## config.mk

```make
export PLATFORM = sky130hd
export DESIGN_NAME = cell_painter
export DESIGN_NICKNAME = d
export VERILOG_FILES = /design/src/rtl/cell_painter.sv
export SDC_FILE = /design/constraint.sdc
export NUM_CORES = 1
export LEC_CHECK = 0
export CAP_MARGIN = 20
export CORE_MARGIN = 5
export CORE_UTILIZATION = 40
export DETAILED_ROUTE_END_ITERATION = 12
export GPL_ROUTABILITY_DRIVEN = 0
export PLACE_DENSITY = 0.77
export SLEW_MARGIN = 20
export SYNTH_ARGS = -nofsm -noshare
export SYNTH_HDL_FRONTEND = slang
export SYNTH_SLANG_ARGS = --single-unit
```

## constraint.sdc

```tcl
create_clock -name clk -period 3.5 [get_ports clk]
set_input_delay 0.7 -clock clk [delete_from_list [all_inputs] [get_ports clk]]
set_output_delay 0.7 -clock clk [all_outputs]
set_load 0.01 [all_outputs]
```

## src/rtl/cell_painter.sv

```systemverilog
// Paints one tracker grid cell as CELL_W x CELL_H RGB565 pixels in raster order.
// Optional build macro CELL_PAINTER_GRID_EN draws grid lines on the right/bottom edge of blank cells.
//
// state | meaning
// IDLE  | waiting for a changed cell; enable follows ~diff
// PAINT | streaming pixels of the latched cell; tracker held
module cell_painter #(
    parameter int CELL_W = 20,
    parameter int CELL_H = 20
) (
    input  logic        clk,
    input  logic        nrst,
    input  logic        diff,
    input  logic [2:0]  obj_code,
    input  logic [3:0]  x,
    input  logic [3:0]  y,
    output logic        enable,
    output logic        px_valid,
    input  logic        px_ready,
    output logic [8:0]  px_x,
    output logic [7:0]  px_y,
    output logic [15:0] px_color,
    output logic        busy
);

    localparam int CW = (CELL_W > 1) ? $clog2(CELL_W) : 1;
    localparam int CH = (CELL_H > 1) ? $clog2(CELL_H) : 1;

    typedef enum logic {IDLE, PAINT} state_t;

    state_t        r_state;
    state_t        w_state_nxt;
    logic [3:0]    r_cx;
    logic [3:0]    r_cy;
    logic [2:0]    r_code;
    logic [2:0]    r_pend_code;
    logic          r_pend;
    logic [CW-1:0] r_col;
    logic [CH-1:0] r_row;

    logic          w_accept;
    logic          w_col_last;
    logic          w_row_last;
    logic          w_cell_end;
    logic          w_load_idle;
    logic          w_reload;
    logic [15:0]   w_color;

    assign w_accept   = (r_state == PAINT) && px_ready;
    assign w_col_last = (r_col == CW'(CELL_W - 1));
    assign w_row_last = (r_row == CH'(CELL_H - 1));
    assign w_cell_end = w_accept && w_col_last && w_row_last;

    always_ff @(posedge clk or negedge nrst) begin
        if (!nrst) begin
            r_state <= IDLE;
        end else begin
            r_state <= w_state_nxt;
        end
    end

    // A diff coinciding with cell end counts as pending, so the cell repaints without a gap.
    always_comb begin
        w_state_nxt = r_state;
        enable      = 1'b0;
        w_load_idle = 1'b0;
        w_reload    = 1'b0;
        case (r_state)
            IDLE: begin
                enable = ~diff;
                if (diff) begin
                    w_state_nxt = PAINT;
                    w_load_idle = 1'b1;
                end
            end
            PAINT: begin
                if (w_cell_end) begin
                    if (r_pend || diff) begin
                        w_reload = 1'b1;
                    end else begin
                        w_state_nxt = IDLE;
                    end
                end
            end
            default: w_state_nxt = IDLE;
        endcase
    end

    always_ff @(posedge clk or negedge nrst) begin
        if (!nrst) begin
            r_cx        <= '0;
            r_cy        <= '0;
            r_code      <= '0;
            r_pend      <= 1'b0;
            r_pend_code <= '0;
            r_col       <= '0;
            r_row       <= '0;
        end else begin
            if (w_load_idle) begin
                r_cx   <= x;
                r_cy   <= y;
                r_code <= obj_code;
                r_col  <= '0;
                r_row  <= '0;
            end else if (w_reload) begin
                r_code <= diff ? obj_code : r_pend_code;
                r_col  <= '0;
                r_row  <= '0;
                r_pend <= 1'b0;
            end else if (w_accept) begin
                if (w_col_last) begin
                    r_col <= '0;
                    r_row <= r_row + 1'b1;
                end else begin
                    r_col <= r_col + 1'b1;
                end
            end
            if ((r_state == PAINT) && diff && !w_reload) begin
                r_pend      <= 1'b1;
                r_pend_code <= obj_code;
            end
        end
    end

    always_comb begin
        w_color = 16'h0000;
        case (r_code)
            3'd1:    w_color = 16'h03E0;
            3'd2:    w_color = 16'h07E0;
            3'd3:    w_color = 16'hF800;
            3'd4:    w_color = 16'hFFFF;
            default: w_color = 16'h0000;
        endcase
`ifdef CELL_PAINTER_GRID_EN
        if ((r_code == 3'd0) && (w_col_last || w_row_last)) begin
            w_color = 16'h4208;
        end
`endif
    end

    assign px_valid = (r_state == PAINT);
    assign busy     = (r_state == PAINT);
    assign px_x     = 9'(r_cx) * 9'(CELL_W) + 9'(r_col);
    assign px_y     = 8'(r_cy) * 8'(CELL_H) + 8'(r_row);
    assign px_color = w_color;

endmodule

```

==> impl_metrics.toml <==
[yosys]
postSynthRegisterBits = 26
warning_count_from_the_yosys_run = 0
synth_top_family_by_area = "adder cells"
yosys.area_share.adder = 0.1437
post_synthesis_sequential_area_ratio = 0.3492
synth_cells = 175
synth_largest_type_area_fraction = 0.3492
async_reset_ff_frac = 1.000
yosys-mux-area-fraction = 0.1202
synth_area_leader_cell = "dfrtp_1"
synth-simple-area-share = 0.1283
synthesized_nets = 209
synth_enable_flop_cells = 0
synthTopCellsByArea = "dfrtp_1 (35%), ha_1 (10%), buf_4 (6.9%)"
synth_cell_types = 34
postSynth.topFlopCell = "dfrtp_1"
synth_xor_xnor_area_share = 0.06582
postSynthAreaPerCell_sq_um = 10.65
synth_compound_area_frac = 0.1081
mappedNetlistArea_sq_um = 1863

[drt]
drc = 0
avgRoutedWirePerCell_um = 13.90
drt.antenna.violating_nets = 0
routed_wirelength_um = 3670
detailedRoute.firstIterationViolations = 67
routed_vias = 1344
drt_pre_antenna_iters = 4
avgViaCountPerCell = 5.091

[clock_network]
clock_latency_ns = 0.27
h-tree-depth = 1
cts_tree = "built"
clock_tree.root_cell = "clkbuf_8"
tritoncts.num_buffers = 3
cts_hold_repair.buffers = 0
cts_buffer_depth = 2
clk_transition_reported_paths_ns = 0.08
numClockSinks = 26

[setup_path]
endpoint_class_of_the_critical_path = "primary output"
critPathLaunchType = "flip-flop"
critical_path_rt_ns = 2.80
worst-setup-path-type = "flip-flop to primary output"
largest_fanout_of_any_net_on_the_critical_path = 3
worst_ep_arrival_time_ns = 2.65

[pwr]
peak_supply_drop_uv = 197.5
cellLeakagePower_nw = 1.040
power_per_cell_area_nw_per_um2 = 489.1

[sta]
postLayoutSetupSlackWorst_ns = 0.1514
max_clock_freq_mhz = 298.6
tightestPinTransition_ns = 0.6047
timing_hold_violations_final = 0
clock-skew-final_ns = 0.005518
rsz0062_at_grt = "false"
finalCritPeriodShare = 0.9567
slew_headroom = 0.5950
setup_failing_eps_final = 0
final_tns_setup_ns = 0
period_needed_ns = 3.349
maxSlewViolCount = 0

[job]
max_cap_violations = 0

[floorplanning]
die_h_um = 78.25
core_sq_um = 4444
fp.dieW_um = 78.25
dieArea_sq_um = 6122
core.rowCount = 24
boundaryPins = 51
start_util = 0.4192

[layout]
fillerInstances = 388
syn_to_final_growth_pct = 26.93
antenna_diode_count = 0
commonest_cells_after_routing_fill_and_taps_aside = "clkdlybuf4s50_1 (49), dfrtp_1 (26), nand2_1 (15), ha_1 (15), o21ai_0 (13)"
final_cells = 264
layout-drive-gt1-share = 0.1415
mostFrequentLayoutCell = "clkdlybuf4s50_1"
final_core_utilization = 0.5321
final_net_count = 248

[global_route]
grt_pass1_wl_um = 6058
antenna_found_initial = 0
grt_util_all_layers = 0.1209
grt.overflow.total = 0
grt_pass1_vias = 1307
largest_net_degree_at_the_start_of_global_routing = 27

[place]
buffers_added_on_ports = 50
detailedPlacementHpwl_um = 2878
placement.setup.worst_slack_ns = 0.2232
dp_cells = 259

[outcome]
status = "finished, final reports clean"

[hold_path]
hold_path.class = "flip-flop to flip-flop"
==> flip-flops by register name, indices dropped and copies added (netlist names) <==
register,count
r_code,3
r_row,5
r_cx,4
busy,1
r_pend,1
r_pend_code,3
r_cy,4
r_col,5
==> critical path, cell delays in order, from the launching register on <==
cell             delay [ns]
dfrtp_1                0.39
ha_1                   0.30
ha_1                   0.23
fa_1                   0.53
nand2_1                0.11
nor2_1                 0.14
xnor2_1                0.12
clkdlybuf4s50_1        0.55
==> cells in the mapped netlist (6+ instances only) <==
master	instances
a21oi_1	10
buf_4	17
dfrtp_1	26
ha_1	15
mux2_2	11
mux2_4	6
nand2_1	15
nor2_1	7
o21ai_0	13
xnor2_1	12
==> through the flow <==
step,hold WS (ns),power [W],area (sq um)
floorplan,0.4044,0.0007588,1863
global placement,0.4871,0.0009821,2301
detailed placement,0.4967,0.0009980,2301
CTS,0.5160,0.001171,2362
global route,0.5299,0.001234,2365
finish,0.5151,0.001157,2365
==> cells by family (layout without fill, tap and decap cells) <==
logic type | Yosys count | after routing
buffers and inverters | 24 | 61
AO/OA/AOI/OAI | 33 | 33
AND/OR/NAND/NOR | 41 | 41
flip-flops | 26 | 26
XOR/XNOR | 14 | 14
multiplexers | 18 | 18
adder cells (fa/ha/maj) | 19 | 19
==> worst paths after layout <==
| path | end | slack, ns | start | cells past startpoint |
|---|---|---|---|---|
| max | px_x[7] | 0.15 | r_cx[1] | 7 |
| min in group asynchronous | r_cy[3] | 0.79 | nrst | 2 |
| max in group asynchronous | r_pend_code[1] | 2.46 | nrst | 2 |
| min | r_pend_code[0] | 0.52 | r_pend_code[0] | 1 |
| min reg2reg | r_pend_code[0] | 0.52 | r_pend_code[0] | 1 |
| max reg2reg | r_code[0] | 1.61 | r_col[0] | 5 |
==> area by class of cell <==
| class | instances | area [sq um] | area share |
|---|---|---|---|
| Tap cell | 52 | 65.06 | 0.02751 |
| Clock buffer | 3 | 41.29 | 0.01746 |
| Multi-Input combinational cell | 125 | 1060 | 0.4481 |
| Timing Repair Buffer | 54 | 533.0 | 0.2254 |
| Sequential cell | 26 | 650.6 | 0.2751 |
| Inverter | 4 | 15.01 | 0.006349 |
==> per-layer routing <==
| metal | track usage | routed length, um |
|---|---|---|
| met5 | 0 | 0 |
| met4 | 0.04196 | 38 |
| met3 | 0.01487 | 90 |
| met2 | 0.2175 | 1919 |
| met1 | 0.1493 | 1621 |
==> what timing repair did <==
item                       in CTS  in global routing
resized for setup               1                  1
setup buffers                   2                  0
pin swaps                       0                  0
cloned                          0                  0
setup endpoints to repair       1                  1
hold endpoints to repair        0                  0
==> power breakdown <==
part	switching [W]	internal (W)
sequential	0.0000624	0.000347
clock	0.0000894	0.0000771
combinational	0.000238	0.000343
total	0.000390	0.000767
(Power assumes the default switching activity.)
